## config.mk

```make
export PLATFORM = sky130hd
export DESIGN_NAME = can_fd_rx_field_sequencer_flat
export DESIGN_NICKNAME = d
export VERILOG_FILES = /design/src/rtl/can_fd_rx_field_sequencer_if.sv /design/src/rtl/can_fd_rx_field_sequencer.sv /design/src/flat_wrapper.sv
export SDC_FILE = /design/constraint.sdc
export NUM_CORES = 1
export LEC_CHECK = 0
export BUFFER_PORTS_ARGS = -buffer_cell sky130_fd_sc_hd__buf_2
export CORE_MARGIN = 2
export CORE_UTILIZATION = 59
export DETAILED_ROUTE_END_ITERATION = 10
export PLACE_DENSITY = 0.82
export SYNTH_ARGS = -nofsm -noshare
export SYNTH_HDL_FRONTEND = slang
export SYNTH_SLANG_ARGS = --single-unit
```

## constraint.sdc

```tcl
create_clock -name clk_i -period 4.9 [get_ports clk_i]
set_input_delay 0.735 -clock clk_i [delete_from_list [all_inputs] [get_ports clk_i]]
set_output_delay 0.735 -clock clk_i [all_outputs]
set_load 0.05 [all_outputs]
```

## src/rtl/can_fd_rx_field_sequencer_if.sv

```systemverilog
// Sampled-bit stream from the bit-timing/destuff datapath into the receive field sequencer.
// bit_valid_i is a one-cycle strobe per sample point; bit_i and stuff_bit_i are meaningful only
// while it is high. error_i is an independent pulse. There is no ready: the sequencer never stalls the stream.
interface can_fd_rx_field_sequencer_if;
  logic bit_valid_i;
  logic bit_i;
  logic stuff_bit_i;
  logic error_i;

  modport master (output bit_valid_i, output bit_i, output stuff_bit_i, output error_i);
  modport slave  (input  bit_valid_i, input  bit_i, input  stuff_bit_i, input  error_i);
endinterface

```

## src/rtl/can_fd_rx_field_sequencer.sv

```systemverilog
// CAN / CAN FD receive frame sequencer: walks frame fields on destuffed sample points,
// latches frame attributes, derives data/CRC lengths and drives the data-phase bit-rate switch.
module can_fd_rx_field_sequencer #(
  parameter bit FD_ENABLE      = 1'b1,
  parameter int MAX_DATA_BYTES = 64,
  parameter int INTEG_BITS     = 11,
  localparam int CNT_W         = $clog2(MAX_DATA_BYTES*8)
) (
  input  logic                  clk_i,
  input  logic                  rst_i,
  input  logic                  reset_mode_i,
  can_fd_rx_field_sequencer_if.slave rx_if,
  output logic [4:0]            state_o,
  output logic [CNT_W-1:0]      field_cnt_o,
  output logic                  frame_ext_o,
  output logic                  frame_rtr_o,
  output logic                  frame_fd_o,
  output logic                  brs_o,
  output logic                  esi_o,
  output logic [3:0]            dlc_o,
  output logic [6:0]            data_bytes_o,
  output logic [4:0]            crc_len_o,
  output logic                  data_phase_o,
  output logic                  frame_done_o
);

  typedef enum logic [4:0] {
    S_OFF = 5'd0, S_INTEG = 5'd1, S_IDLE = 5'd2, S_ID1 = 5'd3, S_RTR1 = 5'd4,
    S_IDE = 5'd5, S_ID2 = 5'd6, S_RTR2 = 5'd7, S_FDF = 5'd8, S_R0 = 5'd9,
    S_RES = 5'd10, S_BRS = 5'd11, S_ESI = 5'd12, S_DLC = 5'd13, S_DATA = 5'd14,
    S_STUFF_CNT = 5'd15, S_CRC = 5'd16, S_CRC_LIM = 5'd17, S_ACK = 5'd18,
    S_ACK_LIM = 5'd19, S_EOF = 5'd20, S_INTER = 5'd21, S_ERROR = 5'd22,
    S_OVERLOAD = 5'd23, S_SKIP_FDF = 5'd24
  } state_e;

  state_e           state_q, state_d;
  logic [CNT_W-1:0] cnt_q, cnt_d;
  logic             ext_q, ext_d, rtr_q, rtr_d, fd_q, fd_d;
  logic             brs_q, brs_d, esi_q, esi_d;
  logic [3:0]       dlc_q, dlc_d;
  logic [6:0]       bytes_q, bytes_d;
  logic [4:0]       crc_len_q, crc_len_d;
  logic             dphase_q, dphase_d;
  logic             done_q, done_d;

  function automatic logic [6:0] decode_bytes(input logic [3:0] dlc, input logic rtr,
                                              input logic fd);
    logic [6:0] v;
    v = {3'b000, dlc};
    if (rtr) begin
      v = 7'd0;
    end else if (!fd) begin
      if (dlc > 4'd8) v = 7'd8;
    end else begin
      case (dlc)
        4'd9:    v = 7'd12;
        4'd10:   v = 7'd16;
        4'd11:   v = 7'd20;
        4'd12:   v = 7'd24;
        4'd13:   v = 7'd32;
        4'd14:   v = 7'd48;
        4'd15:   v = 7'd64;
        default: v = {3'b000, dlc};
      endcase
      if (v > 7'(MAX_DATA_BYTES)) v = 7'(MAX_DATA_BYTES);
    end
    return v;
  endfunction

  logic             in_stuff_range;
  logic             ev;
  logic             rx;
  logic [CNT_W-1:0] cnt_inc;
  logic [9:0]       cnt_ext;
  logic [9:0]       data_last;
  logic [9:0]       crc_last;
  logic [3:0]       dlc_full;
  logic [6:0]       bytes_dec;
  logic             err_allowed;

  // Stuff bits only exist between SOF and the end of the CRC sequence.
  assign in_stuff_range = (state_q >= S_ID1) && (state_q <= S_CRC);
  assign ev        = rx_if.bit_valid_i && !(rx_if.stuff_bit_i && in_stuff_range);
  assign rx        = rx_if.bit_i;
  assign cnt_inc   = (cnt_q == {CNT_W{1'b1}}) ? cnt_q : cnt_q + CNT_W'(1);
  assign cnt_ext   = 10'(cnt_q);
  assign data_last = {bytes_q, 3'b000} - 10'd1;
  assign crc_last  = 10'(crc_len_q) - 10'd1;
  assign dlc_full  = {dlc_q[2:0], rx};
  assign bytes_dec = decode_bytes(dlc_full, rtr_q, fd_q);
  assign err_allowed = (state_q != S_OFF) && (state_q != S_INTEG) &&
                       (state_q != S_ERROR) && (state_q != S_SKIP_FDF);

  always_comb begin
    state_d   = state_q;
    cnt_d     = cnt_q;
    ext_d     = ext_q;
    rtr_d     = rtr_q;
    fd_d      = fd_q;
    brs_d     = brs_q;
    esi_d     = esi_q;
    dlc_d     = dlc_q;
    bytes_d   = bytes_q;
    crc_len_d = crc_len_q;
    dphase_d  = dphase_q;
    done_d    = 1'b0;

    if (reset_mode_i) begin
      state_d  = S_OFF;
      dphase_d = 1'b0;
    end else if (rx_if.error_i && err_allowed) begin
      state_d  = S_ERROR;
      dphase_d = 1'b0;
    end else if (state_q == S_OFF) begin
      state_d = S_INTEG;
    end else if (ev) begin
      case (state_q)
        S_INTEG, S_SKIP_FDF: begin
          if (!rx)                               cnt_d   = '0;
          else if (cnt_ext == 10'(INTEG_BITS-1)) state_d = S_IDLE;
          else                                   cnt_d   = cnt_inc;
        end
        S_IDLE, S_INTER: begin
          if (state_q == S_INTER && !rx && cnt_ext < 10'd2) begin
            state_d = S_OVERLOAD;
          end else if (!rx) begin
            // Start of frame: previous frame's attributes no longer apply.
            state_d   = S_ID1;
            ext_d     = 1'b0;
            rtr_d     = 1'b0;
            fd_d      = 1'b0;
            brs_d     = 1'b0;
            esi_d     = 1'b0;
            dlc_d     = 4'd0;
            bytes_d   = 7'd0;
            crc_len_d = 5'd0;
            dphase_d  = 1'b0;
          end else if (state_q == S_INTER && cnt_ext == 10'd2) begin
            state_d = S_IDLE;
          end else begin
            cnt_d = cnt_inc;
          end
        end
        S_ID1:  if (cnt_ext == 10'd10) state_d = S_RTR1; else cnt_d = cnt_inc;
        S_RTR1: begin rtr_d = rx; state_d = S_IDE; end
        S_IDE: begin
          if (rx) begin
            ext_d   = 1'b1;
            state_d = S_ID2;
          end else begin
            state_d = S_FDF;
          end
        end
        S_ID2:  if (cnt_ext == 10'd17) state_d = S_RTR2; else cnt_d = cnt_inc;
        S_RTR2: begin rtr_d = rx; state_d = S_FDF; end
        S_FDF: begin
          if (!rx) begin
            state_d = S_R0;
          end else if (FD_ENABLE) begin
            fd_d    = 1'b1;
            rtr_d   = 1'b0;
            state_d = S_RES;
          end else begin
            state_d = S_SKIP_FDF;
          end
        end
        S_R0:  state_d = S_DLC;
        S_RES: state_d = S_BRS;
        S_BRS: begin brs_d = rx; dphase_d = rx; state_d = S_ESI; end
        S_ESI: begin esi_d = rx; state_d = S_DLC; end
        S_DLC: begin
          dlc_d = dlc_full;
          if (cnt_ext == 10'd3) begin
            bytes_d   = bytes_dec;
            crc_len_d = !fd_q ? 5'd15 : (bytes_dec <= 7'd16 ? 5'd17 : 5'd21);
            if (bytes_dec != 7'd0) state_d = S_DATA;
            else                   state_d = fd_q ? S_STUFF_CNT : S_CRC;
          end else begin
            cnt_d = cnt_inc;
          end
        end
        S_DATA: begin
          if (cnt_ext == data_last) state_d = fd_q ? S_STUFF_CNT : S_CRC;
          else                      cnt_d   = cnt_inc;
        end
        S_STUFF_CNT: if (cnt_ext == 10'd3) state_d = S_CRC; else cnt_d = cnt_inc;
        S_CRC:       if (cnt_ext == crc_last) state_d = S_CRC_LIM; else cnt_d = cnt_inc;
        S_CRC_LIM:   begin dphase_d = 1'b0; state_d = S_ACK; end
        S_ACK: begin
          // FD receivers tolerate a two-bit ACK slot; a recessive second bit is the delimiter.
          if (!fd_q)                state_d = S_ACK_LIM;
          else if (cnt_ext == 10'd0) cnt_d  = cnt_inc;
          else                      state_d = rx ? S_EOF : S_ACK_LIM;
        end
        S_ACK_LIM: state_d = S_EOF;
        S_EOF: begin
          if (cnt_ext == 10'd6) begin
            state_d = rx ? S_INTER : S_OVERLOAD;
          end else begin
            if (cnt_ext == 10'd5) done_d = 1'b1;
            cnt_d = cnt_inc;
          end
        end
        S_ERROR, S_OVERLOAD: begin
          if (!rx)                     cnt_d   = '0;
          else if (cnt_ext == 10'd7)   state_d = S_INTER;
          else                         cnt_d   = cnt_inc;
        end
        default: state_d = S_OFF;
      endcase
    end

    if (state_d != state_q) cnt_d = '0;
  end

  always_ff @(posedge clk_i or posedge rst_i) begin
    if (rst_i) begin
      state_q   <= S_OFF;
      cnt_q     <= '0;
      ext_q     <= 1'b0;
      rtr_q     <= 1'b0;
      fd_q      <= 1'b0;
      brs_q     <= 1'b0;
      esi_q     <= 1'b0;
      dlc_q     <= 4'd0;
      bytes_q   <= 7'd0;
      crc_len_q <= 5'd0;
      dphase_q  <= 1'b0;
      done_q    <= 1'b0;
    end else begin
      state_q   <= state_d;
      cnt_q     <= cnt_d;
      ext_q     <= ext_d;
      rtr_q     <= rtr_d;
      fd_q      <= fd_d;
      brs_q     <= brs_d;
      esi_q     <= esi_d;
      dlc_q     <= dlc_d;
      bytes_q   <= bytes_d;
      crc_len_q <= crc_len_d;
      dphase_q  <= dphase_d;
      done_q    <= done_d;
    end
  end

  assign state_o      = state_q;
  assign field_cnt_o  = cnt_q;
  assign frame_ext_o  = ext_q;
  assign frame_rtr_o  = rtr_q;
  assign frame_fd_o   = fd_q;
  assign brs_o        = brs_q;
  assign esi_o        = esi_q;
  assign dlc_o        = dlc_q;
  assign data_bytes_o = bytes_q;
  assign crc_len_o    = crc_len_q;
  assign data_phase_o = dphase_q;
  assign frame_done_o = done_q;

endmodule
```

## src/flat_wrapper.sv

```systemverilog
// flat-port wrapper written by rule: the top's interface ports become plain ports
module can_fd_rx_field_sequencer_flat 
#(
  parameter bit FD_ENABLE      = 1'b1,
  parameter int MAX_DATA_BYTES = 64,
  parameter int INTEG_BITS     = 11,
  localparam int CNT_W         = $clog2(MAX_DATA_BYTES*8)
)
  (clk_i, rst_i, reset_mode_i, state_o, field_cnt_o, frame_ext_o, frame_rtr_o, frame_fd_o, brs_o, esi_o, dlc_o, data_bytes_o, crc_len_o, data_phase_o, frame_done_o, rx_if_bit_valid_i, rx_if_bit_i, rx_if_stuff_bit_i, rx_if_error_i);
  can_fd_rx_field_sequencer_if rx_if_i ();
  input  logic clk_i;
  input  logic rst_i;
  input  logic reset_mode_i;
  output logic [4:0] state_o;
  output logic [CNT_W-1:0] field_cnt_o;
  output logic frame_ext_o;
  output logic frame_rtr_o;
  output logic frame_fd_o;
  output logic brs_o;
  output logic esi_o;
  output logic [3:0] dlc_o;
  output logic [6:0] data_bytes_o;
  output logic [4:0] crc_len_o;
  output logic data_phase_o;
  output logic frame_done_o;
  input wire logic [$bits(rx_if_i.bit_valid_i)-1:0] rx_if_bit_valid_i;
  input wire logic [$bits(rx_if_i.bit_i)-1:0] rx_if_bit_i;
  input wire logic [$bits(rx_if_i.stuff_bit_i)-1:0] rx_if_stuff_bit_i;
  input wire logic [$bits(rx_if_i.error_i)-1:0] rx_if_error_i;
  assign rx_if_i.bit_valid_i = rx_if_bit_valid_i;
  assign rx_if_i.bit_i = rx_if_bit_i;
  assign rx_if_i.stuff_bit_i = rx_if_stuff_bit_i;
  assign rx_if_i.error_i = rx_if_error_i;
  can_fd_rx_field_sequencer #(.FD_ENABLE(FD_ENABLE), .MAX_DATA_BYTES(MAX_DATA_BYTES), .INTEG_BITS(INTEG_BITS)) u_core (.clk_i(clk_i), .rst_i(rst_i), .reset_mode_i(reset_mode_i), .rx_if(rx_if_i), .state_o(state_o), .field_cnt_o(field_cnt_o), .frame_ext_o(frame_ext_o), .frame_rtr_o(frame_rtr_o), .frame_fd_o(frame_fd_o), .brs_o(brs_o), .esi_o(esi_o), .dlc_o(dlc_o), .data_bytes_o(data_bytes_o), .crc_len_o(crc_len_o), .data_phase_o(data_phase_o), .frame_done_o(frame_done_o));
endmodule
```

==> impl_metrics.json, run 1 <==
{
  "multi_input_area_sq_um": 2380,
  "cp.arrival_ns": 4.13,
  "die-area_sq_um": 6670,
  "postPlaceCellArea_sq_um": 3750,
  "route.detailed.drc": 0,
  "rsz0062_at_grt": "no",
  "worst_slew_pin_slew_ns": 1.05,
  "cell_internal_pwr_uw": 829,
  "wire_per_inst_um": 20.7,
  "period_needed_ns": 3.94,
  "r2r_end": "u_core.field_cnt_o[8]",
  "num_io_pins": 44,
  "synth-seq-cells": 36,
  "combPwrFrac_pct": 59.7,
  "cts_tree": "built",
  "h-tree-depth": 2,
  "reg2reg_depth": 8,
  "final_common_cell": "buf_2",
  "crit_path_cell_trace": "nor3_1, nand3_2, o21ai_0, o21ai_0, or4b_4, mux2_4, or4_4, a2111oi_4",
  "switchingPower_uw": 940,
  "fp.dieW_um": 81.6,
  "syn-instance-count": 444,
  "async_flop_share_pct": 100,
  "maxSlewViolCount": 0,
  "ctsHoldBuffers": 0,
  "n_antenna_cell": 0,
  "fin_util_pct": 65.6,
  "coreArea_sq_um": 5890,
  "hold_ws_ns": 0.496,
  "synth_flop_cell": "dfrtp_1",
  "ys_types": 80,
  "final_cell_mix": "buf_2 (43), dfrtp_1 (36), nor2_1 (35)",
  "path_max_fanout": 14,
  "io_buffer_count": 43,
  "ys_warn_count": 0,
  "clockBufferDepth": 2,
  "synth_nets": 457,
  "num_rows": 28,
  "run_status": "complete, no violations",
  "crit_top_cell": "o21ai_0",
  "grt-ovfl-total": 0,
  "dr.pass1.iters": 6,
  "dp_hpwl_mm": 8.23,
  "p_leak_nw": 1.63,
  "switching_share_pct": 53.1,
  "worstPathRequired_ns": 5.09,
  "seq_area_frac_synth_pct": 25.3,
  "endpoint_kind": "register",
  "met2_usage_pct": 55.2,
  "numCtsBuffers": 5,
  "hold_viol_final": 0,
  "path_clk_slew_ns": 0.08,
  "worstSetupStartpointType": "register",
  "netlist_area_sq_um": 3560,
  "fmax_mhz": 254,
  "place_congestion": 0.979,
  "crit_type": "register to register",
  "antenna_found_initial": 0,
  "pwr-share-clk_pct": 15.3,
  "setup_viol_count_final": 0,
  "nFillCells": 503,
  "clk_latency_ns": 0.30,
  "grt_max_degree": 37,
  "via_count": 3888,
  "cts_root_buf": "clkbuf_8",
  "drt_iter0_drc": 584,
  "relSlewSlack_pct": 30.0,
  "wirelength_mm": 11.3,
  "crit_end": "u_core.field_cnt_o[8]",
  "finalNetCount": 485,
  "grt_pass1_vias": 3356,
  "skew_ns": 0.00458,
  "r2r_slack_ns": 0.96,
  "grt_pass1_wl_mm": 17.5,
  "synth_edf_count": 0,
  "syn2layout_area_growth_pct": 8.48,
  "post_cts_buffers": 0,
  "reg2reg_from": "u_core.field_cnt_o[2]",
  "synth.avg_cell_area_sq_um": 8.01,
  "fin_tns_setup_ns": 0,
  "grt_use_total_pct": 34.2,
  "top_usage_layer": "met2",
  "start_util_pct": 60.4,
  "hold_depth": 1,
  "drv_cap": 0,
  "crit_slowest_cell": "nor3_1",
  "cts_resized": 0,
  "die_h_um": 81.6,
  "use_met1_pct": 46.1,
  "area.sequential_sq_um": 901,
  "p_seq_share_pct": 25.0,
  "ir_drop_uv": 488,
  "layout-drive-gt1-share_pct": 18.6,
  "viasPerCell": 7.09,
  "timing.final.crit_share_pct": 80.4,
  "ant_nets": 0,
  "grt.met3_usage_pct": 4.62,
  "cts_sinks": 36,
  "cp_slowest_stage_delay_ns": 0.65,
  "powerDensity_nw_per_um2": 458,
  "hold_path.class": "register to register",
  "final_area_sq_um": 3860,
  "critPathLaunch": "u_core.field_cnt_o[2]"
}
layout make-up:
class | count | share of cell area, %
clock buffer | 5 | 1.78
sequential | 36 | 23.3
tap | 75 | 2.43
inverter | 19 | 1.85
multi-input combinational | 355 | 61.6
clock inverter | 3 | 1.10
timing repair buffer | 55 | 7.91
Yosys cell counts (all sizes together) (5+ instances only):
cell	n	area, sq um
xor2	5	43.8
nor4	12	109
a211oi	6	45.0
o21ai	31	155
a32o	7	70.1
clkbuf	20	85.1
a31oi	7	43.8
nand4b	5	43.8
nand2b	8	50.1
nor3b	5	37.5
a22oi	5	37.5
or2	5	31.3
nand3	19	100
a22o	5	43.8
dfrtp	36	901
ha	6	75.1
o22ai	5	31.3
xnor2	7	61.3
nand3b	8	60.1
a21o	5	37.5
or4	6	52.6
or3	6	37.5
nor2	35	131
a21oi	23	115
inv	19	71.3
nor3	19	95.1
buf	13	114
nand4	13	81.3
nand2	27	101
worst min-delay path by stage:
stage | from | end | slack [ns]
global placement | u_core.dlc_o[3] | u_core.dlc_o[3] | 0.47
global route | u_core.brs_o | u_core.brs_o | 0.53
detailed placement | u_core.brs_o | u_core.brs_o | 0.48
CTS | u_core.brs_o | u_core.brs_o | 0.49
floorplan | u_core.frame_ext_o | u_core.frame_ext_o | 0.77
finish | u_core.brs_o | u_core.brs_o | 0.50
registers in the layout, summed over array words and instances (netlist names), 4 cells and up:
name	count
u_core.crc_len_o	4
u_core.data_bytes_o	7
u_core.dlc_o	4
u_core.field_cnt_o	9
u_core.state_o	5
cells by family (layout without fill, tap and decap cells):
logic type,after synthesis,after routing,synth area share [%]
buf+inv,53,82,7.88
fa+ha+maj,6,6,2.11
mux,5,5,1.58
flops,36,36,25.3
xor+xnor,13,13,3.62
simple gates,197,197,33.1
compound gates,134,134,26.4
worst max-delay path: cells and delay by family (launching register included):
| family | cells | cell delay (ns) |
|---|---|---|
| compound gates | 3 | 0.89 |
| flops | 1 | 0.57 |
| mux | 1 | 0.31 |
| simple gates | 4 | 2.07 |
power by group through the flow:
| stage | registers [mW] | logic, mW | clock network [mW] |
|---|---|---|---|
| floorplan | 0.461 | 0.776 | 0 |
| global placement | 0.442 | 1.02 | 0 |
| detailed placement | 0.444 | 1.02 | 0 |
| CTS | 0.437 | 1.03 | 0.274 |
| global route | 0.449 | 1.12 | 0.286 |
| finish | 0.443 | 1.06 | 0.271 |
routing by layer:
metal | vias up | part of all wire [%] | wire [um]
met5 | - | 0 | 0
met4 | 0 | 3.6 | 408
met3 | 39 | 9.4 | 1070
met2 | 261 | 47 | 5300
met1 | 1845 | 40 | 4570
li1 | 1743 | - | -
per-stage QoR:
stage	power [mW]	std cells	setup slack [ns]
3_5_place_dp	1.47	540	0.959
3_3_place_gp	1.46	540	1.03
4_1_cts	1.74	548	1.12
6_report	1.77	548	0.962
5_1_grt	1.86	548	0.776
2_1_floorplan	1.24	444	1.11
Power figures use the tool's default switching activity.
==> inputs of run 2 (changes only) <==
--- a/config.mk
+++ b/config.mk
@@ -5,11 +5,12 @@
 export SDC_FILE = /design/constraint.sdc
 export NUM_CORES = 1
 export LEC_CHECK = 0
+export ABC_AREA = 1
 export BUFFER_PORTS_ARGS = -buffer_cell sky130_fd_sc_hd__buf_2
 export CORE_MARGIN = 2
-export CORE_UTILIZATION = 59
+export CORE_UTILIZATION = 60
 export DETAILED_ROUTE_END_ITERATION = 10
-export PLACE_DENSITY = 0.82
+export PLACE_DENSITY = 0.83
 export SYNTH_ARGS = -nofsm -noshare
 export SYNTH_HDL_FRONTEND = slang
 export SYNTH_SLANG_ARGS = --single-unit
==> constraint.sdc (replaced) <==
create_clock -name clk_i -period 3.8 [get_ports clk_i]
set_input_delay 0.57 -clock clk_i [delete_from_list [all_inputs] [get_ports clk_i]]
set_output_delay 0.57 -clock clk_i [all_outputs]
set_load 0.05 [all_outputs]
==> impl_metrics.json, run 2 <==
{
  "synth_edf_count": 0,
  "netlist_area_sq_um": 3650,
  "r2r_slack_ns": 0.73,
  "yosysTopAreaCellShare_pct": 24.6,
  "relSlewSlack_pct": 58.7,
  "start_util_pct": 61.7,
  "cell_internal_pwr_mw": 1.07,
  "placed_cells": 715,
  "synth_flop_cell": "dfrtp_1",
  "grt_pass1_vias": 3847,
  "wire_per_inst_um": 16.0,
  "timing.final.crit_share_pct": 80.7,
  "cts_resized": 0,
  "ir_drop_uv": 502,
  "reg2reg_depth": 14,
  "coreArea_sq_um": 5920,
  "die_h_um": 82.0,
  "p_leak_nw": 2.12,
  "synthTopCellsByArea": "dfrtp_1 (25%), nand2_1 (17%), nor2_1 (9.3%), nand3_1 (7.9%), inv_1 (7.9%)",
  "path_clk_slew_ns": 0.07,
  "layout-drive-gt1-share_pct": 15.9,
  "fmax_mhz": 326,
  "maxSlewViolCount": 0,
  "clk_latency_ns": 0.30,
  "setup_viol_count_final": 0,
  "viasPerCell": 5.91,
  "crit_type": "register to register",
  "grt_max_degree": 37,
  "ys_types": 47,
  "skew_ns": 0.00813,
  "powerDensity_nw_per_um2": 638,
  "dp_hpwl_mm": 9.03,
  "seq_area_frac_synth_pct": 24.6,
  "yosysMostFrequentCell": "nand2_1",
  "num_rows": 28,
  "h-tree-depth": 2,
  "grt_pass1_wl_mm": 18.0,
  "clockBufferDepth": 2,
  "run_status": "complete, no violations",
  "switching_share_pct": 57.9,
  "path_max_fanout": 13,
  "antenna_found_initial": 0,
  "ant_nets": 0,
  "via_count": 4273,
  "hold_path.class": "primary input to async pin",
  "drt_iter0_drc": 402,
  "yosysTopAreaCell": "dfrtp_1",
  "grt_use_total_pct": 35.1,
  "syn2layout_area_growth_pct": 8.80,
  "layoutNonFillerInstCount": 723,
  "pwr-share-clk_pct": 11.5,
  "io_buffer_count": 43,
  "switchingPower_mw": 1.47,
  "numCtsBuffers": 5,
  "cts_root_buf": "clkbuf_8",
  "cts_tree": "built",
  "final_common_cell": "nand2_1",
  "worstPathRequired_ns": 4.01,
  "synth_nets": 623,
  "period_needed_ns": 3.07,
  "syn-instance-count": 610,
  "ys_top_cells_by_count": "nand2_1 (169), nor2_1 (91), inv_1 (77)",
  "p_seq_share_pct": 25.4,
  "largest_register_ffs": 9,
  "wirelength_mm": 11.6,
  "fp.dieW_um": 82.0,
  "ys_warn_count": 0,
  "cp.arrival_ns": 3.28,
  "route.detailed.drc": 0,
  "reg2reg_from": "u_core.state_o[0]",
  "n_antenna_cell": 0,
  "rsz0062_at_grt": "no",
  "combPwrFrac_pct": 63.1,
  "synth-seq-cells": 36,
  "cts_sinks": 36,
  "die-area_sq_um": 6730,
  "final_cell_mix": "nand2_1 (169), nor2_1 (91), inv_1 (77)",
  "dr.pass1.iters": 6,
  "post_cts_buffers": 0,
  "synth.avg_cell_area_sq_um": 5.99,
  "finalNetCount": 660,
  "place_congestion": 1.05,
  "endpoint_kind": "register",
  "grt-ovfl-total": 0,
  "hold_viol_final": 0,
  "ctsHoldBuffers": 0,
  "worstSetupStartpointType": "register",
  "worst_slew_pin_slew_ns": 0.611,
  "r2r_end": "u_core.data_bytes_o[0]",
  "fin_tns_setup_ns": 0,
  "drv_cap": 0,
  "num_io_pins": 44,
  "nFillCells": 576,
  "async_flop_share_pct": 100
}
-- run 2: cell types whose count changed in the layout (fill, tap and decap cells not counted), moves of 9 or more --
cell     before  now
nand3_1      18   58
buf_4        12    2
inv_1        19   77
o22ai_2       0    9
nor2_1       35   91
inv_2         0   13
nand2_1      27  169
-- run 2: metal layers --
metal | part of all wire, % | GRT usage [%] | vias up | wire length (um)
li1 | - | - | 2043 | -
met1 | 40 | 42.9 | 1923 | 4650
met2 | 48 | 60.8 | 260 | 5540
met3 | 8.3 | 5.05 | 47 | 960
met4 | 3.5 | 15.8 | 0 | 409
met5 | 0 | 0 | - | 0
-- run 2: how the worst max path moves through the flow --
stage	start	endpoint
after global placement	u_core.state_o[0]	u_core.data_bytes_o[5]
after global routing	u_core.state_o[0]	u_core.data_bytes_o[5]
final	u_core.state_o[0]	u_core.data_bytes_o[0]
after floorplan	u_core.data_bytes_o[0]	u_core.field_cnt_o[1]
after detailed placement	u_core.state_o[0]	u_core.data_bytes_o[0]
after CTS	u_core.state_o[0]	u_core.data_bytes_o[0]
-- run 2: final cells by class --
type                            count  area (sq um)  share of cell area [%]
Clock buffer                        7          86.3                    2.17
Clock inverter                      1          7.51                   0.189
Inverter                           96           365                    9.19
Multi-Input combinational cell    463          2290                    57.6
Sequential cell                    36           901                    22.7
Tap cell                           75          93.8                    2.36
Timing Repair Buffer               45           230                    5.79
-- run 2: cell families (layout without fill, tap and decap cells) --
group / after synthesis / after routing / synth area share [%]
xor gates and xnor gates: 6 / 6 / 1.44
DFF: 36 / 36 / 24.6
buffers and inverters: 111 / 149 / 12.6
adders and majority gates: 6 / 6 / 2.05
and+or+nand+nor: 369 / 369 / 44.1
AOI/OAI and AO/OA: 82 / 82 / 15.2
-- run 2: worst max-delay path, cell delays in order, from the launching register on --
cell,delay (ns)
dfrtp_1,0.60
inv_1,0.16
nand2_1,0.14
nor2_1,0.07
nand2_2,0.08
nand2_2,0.07
a21boi_4,0.30
inv_2,0.10
a21oi_2,0.14
o211ai_1,0.15
nor2_4,0.19
o21ai_2,0.12
a21oi_4,0.46
nand2_4,0.23
o22ai_2,0.15
-- run 2: per-stage QoR --
step                      worst slack (ns)  total power [mW]  area, sq um  hold slack (ns)  utilization [%]
after CTS                            0.798              2.52         3980            0.384             67.2
after global placement               0.843              2.19         3880            0.469             65.6
after floorplan                       1.23              1.88         3650            0.737                -
after global routing                 0.458              2.71         3980            0.444             67.2
final                                0.732              2.54         3980            0.374             67.2
after detailed placement             0.811              2.22         3880            0.478             65.6
-- run 2: power groups by stage --
| stage | logic, mW | clock network [mW] | registers (mW) |
|---|---|---|---|
| finish | 1.60 | 0.291 | 0.644 |
| detailed placement | 1.58 | 0 | 0.646 |
| global route | 1.74 | 0.312 | 0.660 |
| CTS | 1.58 | 0.295 | 0.638 |
| floorplan | 0.926 | 0 | 0.950 |
| global placement | 1.55 | 0 | 0.642 |
==> inputs of run 3 (changes only) <==
==> constraint.sdc (replaced) <==
create_clock -name clk_i -period 3.05 [get_ports clk_i]
set_input_delay 0.4575 -clock clk_i [delete_from_list [all_inputs] [get_ports clk_i]]
set_output_delay 0.4575 -clock clk_i [all_outputs]
set_load 0.05 [all_outputs]
==> impl_metrics.json, run 3 (synthesized netlist as in run 2, its figures left out) <==
{
  "fin_util_pct": 68.0,
  "endpoint_kind": "register",
  "finalNetCount": 666,
  "crit_path_cell_trace": "inv_1, ha_1, nand2_1, nor2_1, nand2_1, nand2_1, nand2_1, a21oi_1, nand3_1, nor2_1, nand3_1, nand2_1, nand2_1, nand2_1, nand2_1, nand2_1, nand2_1, nor2_1, nand2_2, nor2_1",
  "syn2layout_area_growth_pct": 10.1,
  "dr.pass1.iters": 6,
  "skew_ns": 0.00631,
  "path_max_fanout": 9,
  "fp.dieW_um": 82.0,
  "crit_type": "register to register",
  "die-area_sq_um": 6730,
  "path_clk_slew_ns": 0.08,
  "drt_iter0_drc": 525,
  "p_leak_nw": 2.14,
  "crit_top_cell": "nand2_1",
  "maxSlewViolCount": 0,
  "reg2reg_from": "u_core.field_cnt_o[1]",
  "die_h_um": 82.0,
  "cpLargestDelayFamily": "simple AND/OR/NAND/NOR gates",
  "viasPerCell": 6.05,
  "fmax_mhz": 348,
  "clk_latency_ns": 0.30,
  "io_buffer_count": 43,
  "numCtsBuffers": 5,
  "hold_ws_ns": 0.279,
  "grt_max_degree": 37,
  "cts_tree": "built",
  "run_status": "complete, no violations",
  "h-tree-depth": 2,
  "hold_viol_final": 0,
  "timing.final.crit_share_pct": 94.1,
  "relSlewSlack_pct": 65.7,
  "num_rows": 28,
  "route.detailed.drc": 0,
  "critPathLaunch": "u_core.field_cnt_o[1]",
  "setup_viol_count_final": 0,
  "start_util_pct": 61.7,
  "n_antenna_cell": 0,
  "ir_drop_uv": 675,
  "postPlaceCellArea_sq_um": 3930,
  "num_io_pins": 44,
  "grt_pass1_wl_mm": 19.3,
  "drv_cap": 0,
  "crit_slowest_cell": "dfrtp_1",
  "grt_use_total_pct": 37.9,
  "hold_path.class": "primary input to async pin",
  "coreArea_sq_um": 5920,
  "antenna_found_initial": 0,
  "cp_num_buf_inv": 1,
  "worst_slew_pin_slew_ns": 0.514,
  "wire_per_inst_um": 17.1,
  "grt_pass1_vias": 3978,
  "cts_root_buf": "clkbuf_8",
  "cts_sinks": 36,
  "cp_slowest_stage_delay_ns": 0.45,
  "ctsHoldBuffers": 0,
  "dp_hpwl_mm": 9.59,
  "worstSetupStartpointType": "register",
  "layout-drive-gt1-share_pct": 17.0,
  "ant_nets": 0,
  "final_cell_mix": "nand2_1 (169), nor2_1 (91), inv_1 (77)",
  "via_count": 4411,
  "grt-ovfl-total": 0,
  "wirelength_mm": 12.5,
  "period_needed_ns": 2.87,
  "clockBufferDepth": 2,
  "rsz0062_at_grt": "no",
  "cp.arrival_ns": 3.09,
  "fin_tns_setup_ns": 0,
  "powerDensity_nw_per_um2": 799,
  "largest_register_ffs": 9,
  "final_common_cell": "nand2_1",
  "final_area_sq_um": 4020,
  "worstPathRequired_ns": 3.27,
  "place_congestion": 1.04
}
-- run 3: report_power, final --
group	total, mW	switching [mW]	internal (mW)
Clock	0.378	0.194	0.184
Sequential	0.808	0.203	0.605
Combinational	2.03	1.48	0.546
Total	3.21	1.88	1.34
-- run 3: timing repair --
action                                 4_1_cts  5_1_grt
buffers inserted                             0        0
setup endpoints to repair                    0       20
endpoints found under the hold margin        0        0
gates resized for setup                      0        2
-- run 3: final cells by class --
type	count	area, sq um
Sequential cell	36	903
Tap cell	75	93.8
Clock inverter	1	7.51
Multi-Input combinational cell	463	2290
Clock buffer	7	86.3
Inverter	96	365
Timing Repair Buffer	51	275
Fill cell	539	1900
-- run 3: routing by layer --
| metal | wire [um] | global-route usage (%) | vias up | share of wire [%] |
|---|---|---|---|---|
| li1 | - | - | 2050 | - |
| met1 | 4750 | 44.8 | 1993 | 38 |
| met2 | 5960 | 64.3 | 304 | 48 |
| met3 | 1170 | 7.58 | 64 | 9.4 |
| met4 | 595 | 20.5 | 0 | 4.8 |
| met5 | 0 | 0 | - | 0 |
-- run 3: path summary, 6_finish.rpt --
path | cells after the start | end | slack (ns)
setup / recovery | 20 | u_core.field_cnt_o[2] | 0.18
hold / removal | 3 | u_core.data_bytes_o[3] | 0.28
setup reg to reg | 20 | u_core.field_cnt_o[2] | 0.18
hold reg to reg | 2 | u_core.esi_o | 0.50
max in group asynchronous | 3 | u_core.state_o[0] | 2.38
min in group clk_i | 2 | u_core.esi_o | 0.50
-- run 3: worst min-delay path, delay by kind of cell --
| kind | cells | cell delay [ns] |
|---|---|---|
| buffers and inverters | 3 | 0.57 |
-- run 3: per-stage QoR --
stage,std cells,setup slack [ns],power (mW)
6_report,729,0.180,3.21
5_1_grt,729,0.0168,3.42
4_1_cts,729,0.153,3.17
3_5_place_dp,721,0.166,2.79
3_3_place_gp,721,0.185,2.74
2_1_floorplan,610,0.481,2.34
